**src/rtl/uart_frame_ctrl.sv**
```systemverilog
// uart_frame_ctrl: UART framing controller; RX hunts a header and assembles operands, TX serialises a result MSB-byte-first.
module uart_frame_ctrl #(
  parameter logic [7:0]  HDR       = 8'h0A,
  parameter int          N_IN      = 2,
  parameter int          IN_BYTES  = 1,
  parameter int          OUT_BYTES = 1,
  parameter logic [15:0] TIMEOUT   = 16'd50000,
  parameter int          EN_LEN    = 3
) (
  input  logic                          sysclk,
  input  logic                          reset,
  input  logic [7:0]                    rx_data,
  input  logic                          rx_status,
  input  logic                          tx_status,
  input  logic [OUT_BYTES*8-1:0]        out_data,
  input  logic                          out_valid,
  output logic                          out_ready,
  output logic [7:0]                    tx_data,
  output logic                          tx_en,
  output logic [N_IN*IN_BYTES*8-1:0]    in_data,
  output logic                          in_valid,
  output logic                          frame_err
);
  localparam int          IW       = N_IN*IN_BYTES*8;
  localparam int          OW       = OUT_BYTES*8;
  localparam logic [5:0]  CNT_LAST = 6'(N_IN*IN_BYTES-1);
  localparam logic [15:0] TMR_LAST = TIMEOUT - 16'd1;
  localparam logic [2:0]  K_LAST   = 3'(OUT_BYTES-1);
  localparam logic [2:0]  P_LAST   = 3'(EN_LEN-1);

  typedef enum logic {R_HUNT, R_DATA} rx_state_e;
  typedef enum logic [1:0] {T_IDLE, T_SEND, T_PULSE, T_WAIT} tx_state_e;

  rx_state_e   rx_q, rx_d;
  logic        rx_status_q;
  logic [5:0]  cnt_q, cnt_d;
  logic [15:0] timer_q, timer_d;
  logic [IW-1:0] shadow_q, shadow_d, in_data_q, in_data_d;
  logic        in_valid_q, in_valid_d, frame_err_q, frame_err_d;
  logic        rx_byte;

  tx_state_e   tx_q, tx_d;
  logic [OW-1:0] out_q, out_d;
  logic [2:0]  k_q, k_d, p_q, p_d;
  logic [7:0]  tx_data_q, tx_data_d;
  logic        tx_en_q, tx_en_d;

  assign rx_byte   = rx_status & ~rx_status_q;
  assign out_ready = (tx_q == T_IDLE);
  assign tx_data   = tx_data_q;
  assign tx_en     = tx_en_q;
  assign in_data   = in_data_q;
  assign in_valid  = in_valid_q;
  assign frame_err = frame_err_q;

  // A header seen inside a frame is ordinary data; only R_HUNT looks for HDR.
  always_comb begin
    rx_d        = rx_q;
    cnt_d       = cnt_q;
    timer_d     = timer_q;
    shadow_d    = shadow_q;
    in_data_d   = in_data_q;
    in_valid_d  = 1'b0;
    frame_err_d = 1'b0;
    if (rx_q == R_HUNT) begin
      if (rx_byte && rx_data == HDR) begin
        rx_d    = R_DATA;
        cnt_d   = '0;
        timer_d = '0;
      end
    end else if (rx_byte) begin
      shadow_d = IW'({shadow_q, rx_data});
      cnt_d    = cnt_q + 6'd1;
      timer_d  = '0;
      if (cnt_q == CNT_LAST) begin
        in_data_d  = IW'({shadow_q, rx_data});
        in_valid_d = 1'b1;
        rx_d       = R_HUNT;
      end
    end else if (TIMEOUT != 16'd0) begin
      if (timer_q == TMR_LAST) begin
        frame_err_d = 1'b1;
        rx_d        = R_HUNT;
      end else begin
        timer_d = timer_q + 16'd1;
      end
    end
  end

  // The latched result shifts left so the byte being sent is always the top byte.
  always_comb begin
    tx_d      = tx_q;
    out_d     = out_q;
    k_d       = k_q;
    p_d       = p_q;
    tx_data_d = tx_data_q;
    tx_en_d   = tx_en_q;
    case (tx_q)
      T_IDLE:
        if (out_valid) begin
          out_d = out_data;
          k_d   = '0;
          tx_d  = T_SEND;
        end
      T_SEND:
        if (tx_status) begin
          tx_data_d = out_q[OW-1 -: 8];
          tx_en_d   = 1'b1;
          p_d       = '0;
          tx_d      = T_PULSE;
        end
      T_PULSE:
        if (p_q == P_LAST) begin
          tx_en_d = 1'b0;
          tx_d    = T_WAIT;
        end else begin
          p_d = p_q + 3'd1;
        end
      T_WAIT:
        if (!tx_status) begin
          tx_d  = (k_q == K_LAST) ? T_IDLE : T_SEND;
          k_d   = (k_q == K_LAST) ? k_q : k_q + 3'd1;
          out_d = (k_q == K_LAST) ? out_q : out_q << 8;
        end
    endcase
  end

  always_ff @(posedge sysclk) begin
    if (reset) begin
      rx_q        <= R_HUNT;
      rx_status_q <= 1'b0;
      cnt_q       <= '0;
      timer_q     <= '0;
      shadow_q    <= '0;
      in_data_q   <= '0;
      in_valid_q  <= 1'b0;
      frame_err_q <= 1'b0;
      tx_q        <= T_IDLE;
      out_q       <= '0;
      k_q         <= '0;
      p_q         <= '0;
      tx_data_q   <= '0;
      tx_en_q     <= 1'b0;
    end else begin
      rx_q        <= rx_d;
      rx_status_q <= rx_status;
      cnt_q       <= cnt_d;
      timer_q     <= timer_d;
      shadow_q    <= shadow_d;
      in_data_q   <= in_data_d;
      in_valid_q  <= in_valid_d;
      frame_err_q <= frame_err_d;
      tx_q        <= tx_d;
      out_q       <= out_d;
      k_q         <= k_d;
      p_q         <= p_d;
      tx_data_q   <= tx_data_d;
      tx_en_q     <= tx_en_d;
    end
  end
endmodule
```
**config.mk**
```make
export PLATFORM = sky130hd
export DESIGN_NAME = uart_frame_ctrl
export DESIGN_NICKNAME = d
export VERILOG_FILES = /design/src/rtl/uart_frame_ctrl.sv
export SDC_FILE = /design/constraint.sdc
export NUM_CORES = 1
export LEC_CHECK = 0
export CAP_MARGIN = 15
export CORE_ASPECT_RATIO = 0.5
export CORE_MARGIN = 3
export CORE_UTILIZATION = 35
export DETAILED_ROUTE_END_ITERATION = 6
export GPL_TIMING_DRIVEN = 1
export PLACE_DENSITY_LB_ADDON = 0.3
export RECOVER_POWER = 25
export SYNTH_ARGS = -nofsm -noshare
export SYNTH_HDL_FRONTEND = slang
export SYNTH_SLANG_ARGS = --single-unit
```
**constraint.sdc**
```tcl
create_clock -name sysclk -period 1.4 [get_ports sysclk]
set_input_delay 0.21 -clock sysclk [delete_from_list [all_inputs] [get_ports sysclk]]
set_output_delay 0.21 -clock sysclk [all_outputs]
set_load 0.01 [all_outputs]
```
# Yosys cells after proc, flatten, opt, wreduce, memory -nomap -nowiden
# Cells that the tools add are included.
[word_totals]
reg_bits = 75
input_bits = 21
output_inout_bits = 28
elab_cells = 88
[op_classes]
add_sub_neg = 4
eq_ne = 15
n_mux = 34
bitwise_logic = 4
reduce_logical = 17
[ops]
columns = ["operator", "n"]
rows = [
  ["2-to-1 mux 16 bit", 4],
  ["2-to-1 mux 8 bit", 3],
  ["2-to-1 mux 6 bit", 3],
  ["adder 16 x 1 -> 16 bit (second input constant)", 1],
  ["== test 16 bit (second input constant)", 1],
  ["case mux 8 bit (2 select lines)", 1],
  ["2-to-1 mux 3 bit", 5],
  ["!= test 2 bit (second input constant)", 6],
  ["case mux 3 bit (2 select lines)", 2],
  ["2-to-1 mux 1 bit", 10],
  ["AND reduction 3 bit", 3],
  ["== test 8 x 4 -> 1 bit (second input constant)", 1],
  ["2-to-1 mux 2 bit", 4],
  ["case mux 2 bit (4 select lines)", 1],
  ["AND reduction 2 bit", 4],
  ["AND reduction 4 bit", 2],
  ["adder 3 x 1 -> 3 bit (second input constant)", 2],
  ["adder 6 x 1 -> 6 bit (second input constant)", 1],
  ["== test 6 x 1 -> 1 bit (second input constant)", 1],
  ["nonzero test 2 bit", 3],
  ["OR reduction 3 bit", 2],
  ["== test 2 bit (second input constant)", 2],
  ["== test 3 x 2 -> 1 bit (second input constant)", 1],
  ["logical NOT 3 bit", 1],
  ["8 further kinds", 10],
]

# Longest topological paths before layout
# Gate-level depths: netlist (run 1).
[depth]
ltp_word = 5
mapped_depth = 7
depth_no_buf = 7

# Worst setup path before layout (run 1)
# OpenSTA, ideal clock, no wires.
[synth_path]
kind = "register to register"
startpoint = "register tx_q[0]"
endpoint = "register k_q[1]"
setup_ns = 0.128
t_arrival_ns = 1.514
setup_slack_ns = -0.242
path_stages_with_launch = 8
n_path_buf = 1
path_cell_list = "dfxtp_1 inv_1 ha_1 nor2b_1 nand4bb_1 clkbuf_1 a31oi_1 nor2_1"
[synth_via]
elab_chain_cells = 3
elab_cells_between_ends = 8
cone_classes = "eq/ne (4); mux (1); reduce/logical (3)"
[synth_lines]
columns = ["element", "line", "rtl"]
rows = [
  ["from (decl)", "42", "tx_state_e tx_q, tx_d;"],
  ["from (signal assigned)", "153", "tx_q <= tx_d;"],
  ["logical NOT 2 bit *", "n/a", ""],
  ["net out_ready", "17", "output logic out_ready,"],
  ["!= test 2 bit (no line) or nonzero test 2 bit (tied branches)", "n/a", ""],
  ["AND reduction 4 bit (no line)", "n/a", ""],
  ["to (signal assigned)", "155", "k_q <= k_d;"],
  ["to (decl)", "44", "logic [2:0] k_q, k_d, p_q, p_d;"],
]
# The timed path passes the listed nets; every way through them passes the cells marked *.
# A chain may end at the register's enable or synchronous reset.

# Worst setup path in the final report (run 1)
[layout_path]
startpoint = "register timer_q[7]"
endpoint = "register rx_q"
[layout_via]
elab_chain_cells = 4
[layout_lines]
columns = ["element", "line", "rtl"]
rows = [
  ["from (decl)", "37", "logic [15:0] timer_q, timer_d;"],
  ["from (signal assigned)", "148", "timer_q <= timer_d;"],
  ["== test 16 bit", "81", "if (timer_q == TMR_LAST) begin"],
  ["2-to-1 mux 1 bit", "81", ""],
  ["2-to-1 mux 1 bit", "71", "end else if (rx_byte) begin"],
  ["2-to-1 mux 1 bit", "65", "if (rx_q == R_HUNT) begin"],
  ["to (signal assigned)", "145", "rx_q <= rx_d;"],
  ["to (decl)", "34", "rx_state_e rx_q, rx_d;"],
]
# No other way between the ends.

==> results.txt, run 1 <==
The fraction of registers with async set/reset came out at 0%. The startpoint identified for the worst hold timing path is rx_status. The maximum clock path buffer count is 2. The final critical path takes up 108.1% of the cycle. For the initial antenna violation count, the log shows 0.

The average wire length per cell after detail routing was 13.88 um. Yosys mapped a number of flops with a built-in enable equal to 0. In the synthesized netlist the dominant register cell turns out to be sky130_fd_sc_hd__dfxtp_1. The run gives 14560 um as the wire length of the first global-routing pass.

The vertical die dimension was 75.56 um. The tightest hold path in the finished design has a slack of 0.3224 ns. The dominant delay contributor by cell family on the critical path was simple AND/OR/NAND/NOR gates. The run gives 55.14% as the worst max-slew margin expressed relative to the limit. The tightest min-delay check is of the input port to flop type. The library cell contributing the largest single delay on the critical path is sky130_fd_sc_hd__dfxtp_1. The tools report the count of unresolved DRC violations after routing as 0. The checks that failed: negative setup slack. The tools report the total die area as 0.01097 mm^2. The run gives 0 as the number of routed nets with antenna violations. Setup repair after global routing could not meet its margin everywhere.

The horizontal extent of the die is 145.1 um, and the total track usage is 16.52%. In the post-synthesis netlist, the cell with the most instances is sky130_fd_sc_hd__nand2_1. Entering global routing, the biggest net connects 48 pins. Utilization after layout: 59.43%. After synthesis, the largest area contributor takes up 44.33% of total cell area. The clock edge transition at the registers on the reported setup and hold paths is 0.06 ns. TritonCTS built the clock tree. The total area of multi-input combinational cells is 0.002143 mm^2, and the worst path required time is 1.59 ns. The total negative setup slack came out at -1.597 ns.

Walking the worst path, the cells encountered are and4bb_1 -> nand4_1 -> buf_4 -> nor2_4 -> nand2_2 -> nor4b_2. Of all nets on the critical path, the largest fanout is 3. The depth of the worst hold-timing path is 2, and the synthesized area per cell is 8.446 um^2. For the max-cap check violation count, the log shows 0. Synthesis handed over a netlist of 401 instances.

The count of port buffers added during placement came out at 48. In this run the clock root is driven by a sky130_fd_sc_hd__clkbuf_16. For the pin with the worst max-slew slack, the measured transition is 0.6729 ns.

The synthesized flop and latch total is 75. Sorting the synthesized cells by area gives the leading types as sky130_fd_sc_hd__dfxtp_1 (44%), sky130_fd_sc_hd__nand2_1 (9.9%), sky130_fd_sc_hd__a21oi_1 (8.4%). The worst hold path terminates at rx_status_q. The area growth from synthesis to final layout is 58.59%, and the final estimated routing congestion in global placement is 0.8661. The fraction of final layout cells sized beyond drive strength 1 was 36.89%. The clock net in this run drives a total of 75 sinks. The power per unit of standard cell area was 1132 mW/mm^2; the portion of the post-synthesis area used by sequential elements was 44.33%. After legalization and detailed placement, the total HPWL measured 5864 um. The logs give -0.1135 ns for the smallest setup slack after layout and 56 for the number of distinct standard cells referenced by the synthesized netlist.

The logs give 9219 um for the routed wire length and 0 for the total inserted antenna cells. The setup check on the worst reg-to-reg path leaves a slack of -0.11 ns. The startpoint identified for the worst register-to-register timing path is timer_q[7].

Timing would allow up to 660.7 MHz. The run finished, with violations left. The final max-slew violation count is 0.

The logs give 433 for the net count after synthesis and -0.5470 ns for the setup slack after placement. The logs give 0 for the final number of hold-violating endpoints and 28 for the number of setup violations in the final report. By count the netlist is led by sky130_fd_sc_hd__nand2_1 (89), sky130_fd_sc_hd__dfxtp_1 (75), sky130_fd_sc_hd__a21oi_1 (57).

The run gives 49 as the top-level I/O count. The routed design could run at a clock period as short as 1.513 ns. For the initial standard-cell utilization of the core, the log shows 37.47%. The run gives 0.34 ns as the insertion delay of the later-clocked pin in the worst-skew pair. For this run, the slowest stage of the critical path takes 0.32 ns.

For the standard-cell row count, the log shows 24. Critical path data arrival time: 1.70 ns. The number of warnings issued by yosys was 0; the aggregate global routing overflow was 0. The logs give 0.003387 mm^2 for the synthesized area and 9 for the TritonCTS buffer count.

The worst-case IR drop observed on VDD is 0.6194 mV. Summing all flip-flop and latch instances after layout gives 0.001525 mm^2. The critical path is of the flop to flop type. The critical path capture point type was a flop.

The critical register-to-register path endpoint is rx_q. The clock tree skew after final layout is 0.006323 ns, and the count of fill cells added during filler insertion is 770. The worst reg2reg path depth came out at 6. The ratio of routed vias to standard cells is 4.907. The detailed router finished its first iteration with 195 violations. The core area came out at 0.009039 mm^2. The via count of the first global-routing pass was 3112; the count of vias placed by the detailed router was 3258. The worst setup path is launched from a flop. Number of levels the H-tree was split into: 3. The leakage power came out at 2.055 nW. The number of iterations in the first detailed-routing pass was 4.

The critical path buffer and inverter count is 1. The cell type with the largest total area after synthesis was sky130_fd_sc_hd__dfxtp_1. The tools report the number of nets in the layout as 561.
==> per-stage QoR <==
stage	cell area, um^2	cells	total power [mW]
after CTS	5019	654	5.891
after global routing	5371	664	6.354
final	5371	664	6.079
after detailed placement	4587	634	3.384
after floorplan	3462	401	2.949
after global placement	4587	634	3.360
==> layer usage <==
| metal | up-vias | routed length [um] | global-route usage (%) |
|---|---|---|---|
| li1 | 1670 | - | - |
| met2 | 51 | 4578 | 28.94 |
| met5 | - | 0 | 0 |
| met4 | 0 | 79 | 5.678 |
| met1 | 1531 | 4206 | 19.59 |
| met3 | 6 | 354 | 5.764 |
==> cells by family after synthesis <==
kind of cell / count (synthesis) / share of synthesized area [%]
AND/OR/NAND/NOR: 177 / 26.04
AO/OA/AOI/OAI: 100 / 19.58
flip-flops: 75 / 44.33
buffers and inverters: 31 / 4.100
adder cells (fa/ha/maj): 11 / 4.063
XOR/XNOR: 5 / 1.293
multiplexers: 2 / 0.5911
==> power breakdown <==
group / switching (mW) / leakage [nW] / internal [mW]
clock: 0.910 / 0.138 / 1.43
sequential: 0.0965 / 0.612 / 2.25
combinational: 0.663 / 1.30 / 0.726
total: 1.67 / 2.06 / 4.41
==> worst register-to-register path: stages (launching register included) <==
cell and delay (ns):
sky130_fd_sc_hd__dfxtp_1 0.32, sky130_fd_sc_hd__and4bb_1 0.29, sky130_fd_sc_hd__nand4_1 0.18, sky130_fd_sc_hd__buf_4 0.21, sky130_fd_sc_hd__nor2_4 0.12, sky130_fd_sc_hd__nand2_2 0.09
sky130_fd_sc_hd__nor4b_2 0.17
==> how the worst max path moves through the flow <==
stage                      startpoint     endpoint  slack, ns  cells past startpoint
after floorplan            timer_q[0]  timer_q[13]      -0.07                      6
after global placement     rx_data[5]  timer_q[12]      -0.53                      6
after detailed placement   rx_data[5]  timer_q[12]      -0.55                      6
after CTS                  timer_q[0]  timer_q[15]      -0.11                      6
after global routing      timer_q[13]         rx_q      -0.21                      6
final                      timer_q[7]         rx_q      -0.11                      6
==> cell type report <==
| type | instances | share of cell area, % |
|---|---|---|
| Multi-Input combinational cell | 296 | 39.90 |
| Clock inverter | 5 | 1.141 |
| Tap cell | 130 | 3.028 |
| Clock buffer | 11 | 4.519 |
| Inverter | 11 | 0.9085 |
| Timing Repair Buffer | 136 | 22.11 |
| Sequential cell | 75 | 28.40 |
==> registers in the layout (all words and copies together) (netlist names) <==
signal and flops:
out_q 8, k_q 3, in_data 16, in_valid 1, tx_data 8, tx_q 2, rx_q 1, cnt_q 6
frame_err 1, rx_status_q 1, shadow_q 8, tx_en 1, p_q 3, timer_q 16
==> layout by cell type, fill, tap and decap left out, types with 4 or more instances in the layout <==
| cell | Yosys | routed |
|---|---|---|
| sky130_fd_sc_hd__ha_4 | 0 | 5 |
| sky130_fd_sc_hd__and2_1 | 5 | 4 |
| sky130_fd_sc_hd__a311oi_2 | 7 | 8 |
| sky130_fd_sc_hd__dlygate4sd2_1 | 0 | 31 |
| sky130_fd_sc_hd__nand3_2 | 0 | 11 |
| sky130_fd_sc_hd__a21oi_2 | 1 | 11 |
| sky130_fd_sc_hd__dfxtp_2 | 0 | 7 |
| sky130_fd_sc_hd__nand2b_1 | 6 | 4 |
| sky130_fd_sc_hd__clkbuf_16 | 0 | 10 |
| sky130_fd_sc_hd__o21ai_1 | 1 | 4 |
| sky130_fd_sc_hd__a31oi_1 | 6 | 5 |
| sky130_fd_sc_hd__ha_1 | 11 | 4 |
| sky130_fd_sc_hd__dfxtp_1 | 75 | 64 |
| sky130_fd_sc_hd__dfxtp_4 | 0 | 4 |
| sky130_fd_sc_hd__nand2_1 | 89 | 86 |
| sky130_fd_sc_hd__o31ai_1 | 4 | 4 |
| sky130_fd_sc_hd__nand4_1 | 5 | 5 |
| sky130_fd_sc_hd__nor3_1 | 4 | 4 |
| sky130_fd_sc_hd__nand2_2 | 1 | 4 |
| sky130_fd_sc_hd__inv_1 | 11 | 8 |
| sky130_fd_sc_hd__clkdlybuf4s50_1 | 0 | 14 |
| sky130_fd_sc_hd__buf_6 | 0 | 11 |
| sky130_fd_sc_hd__a21oi_1 | 57 | 47 |
| sky130_fd_sc_hd__o21ai_0 | 10 | 6 |
| sky130_fd_sc_hd__nor2_1 | 24 | 19 |
| sky130_fd_sc_hd__buf_4 | 0 | 73 |
==> repair_timing <==
item,CTS,global route
buffers inserted,4,7
gates cloned,0,3
pin swaps,23,40
setup endpoints to repair,68,57
resized for setup,69,69
hold endpoints to repair,0,0
hold buffers,0,0
No activity file was read; power rests on OpenSTA's default activity.
==> inputs of run 2 (changes only) <==
GPL_TIMING_DRIVEN = unset   (was 1)
==> results of run 2 <==
The final DEF is identical to that of run 1; final timing and power are the same.
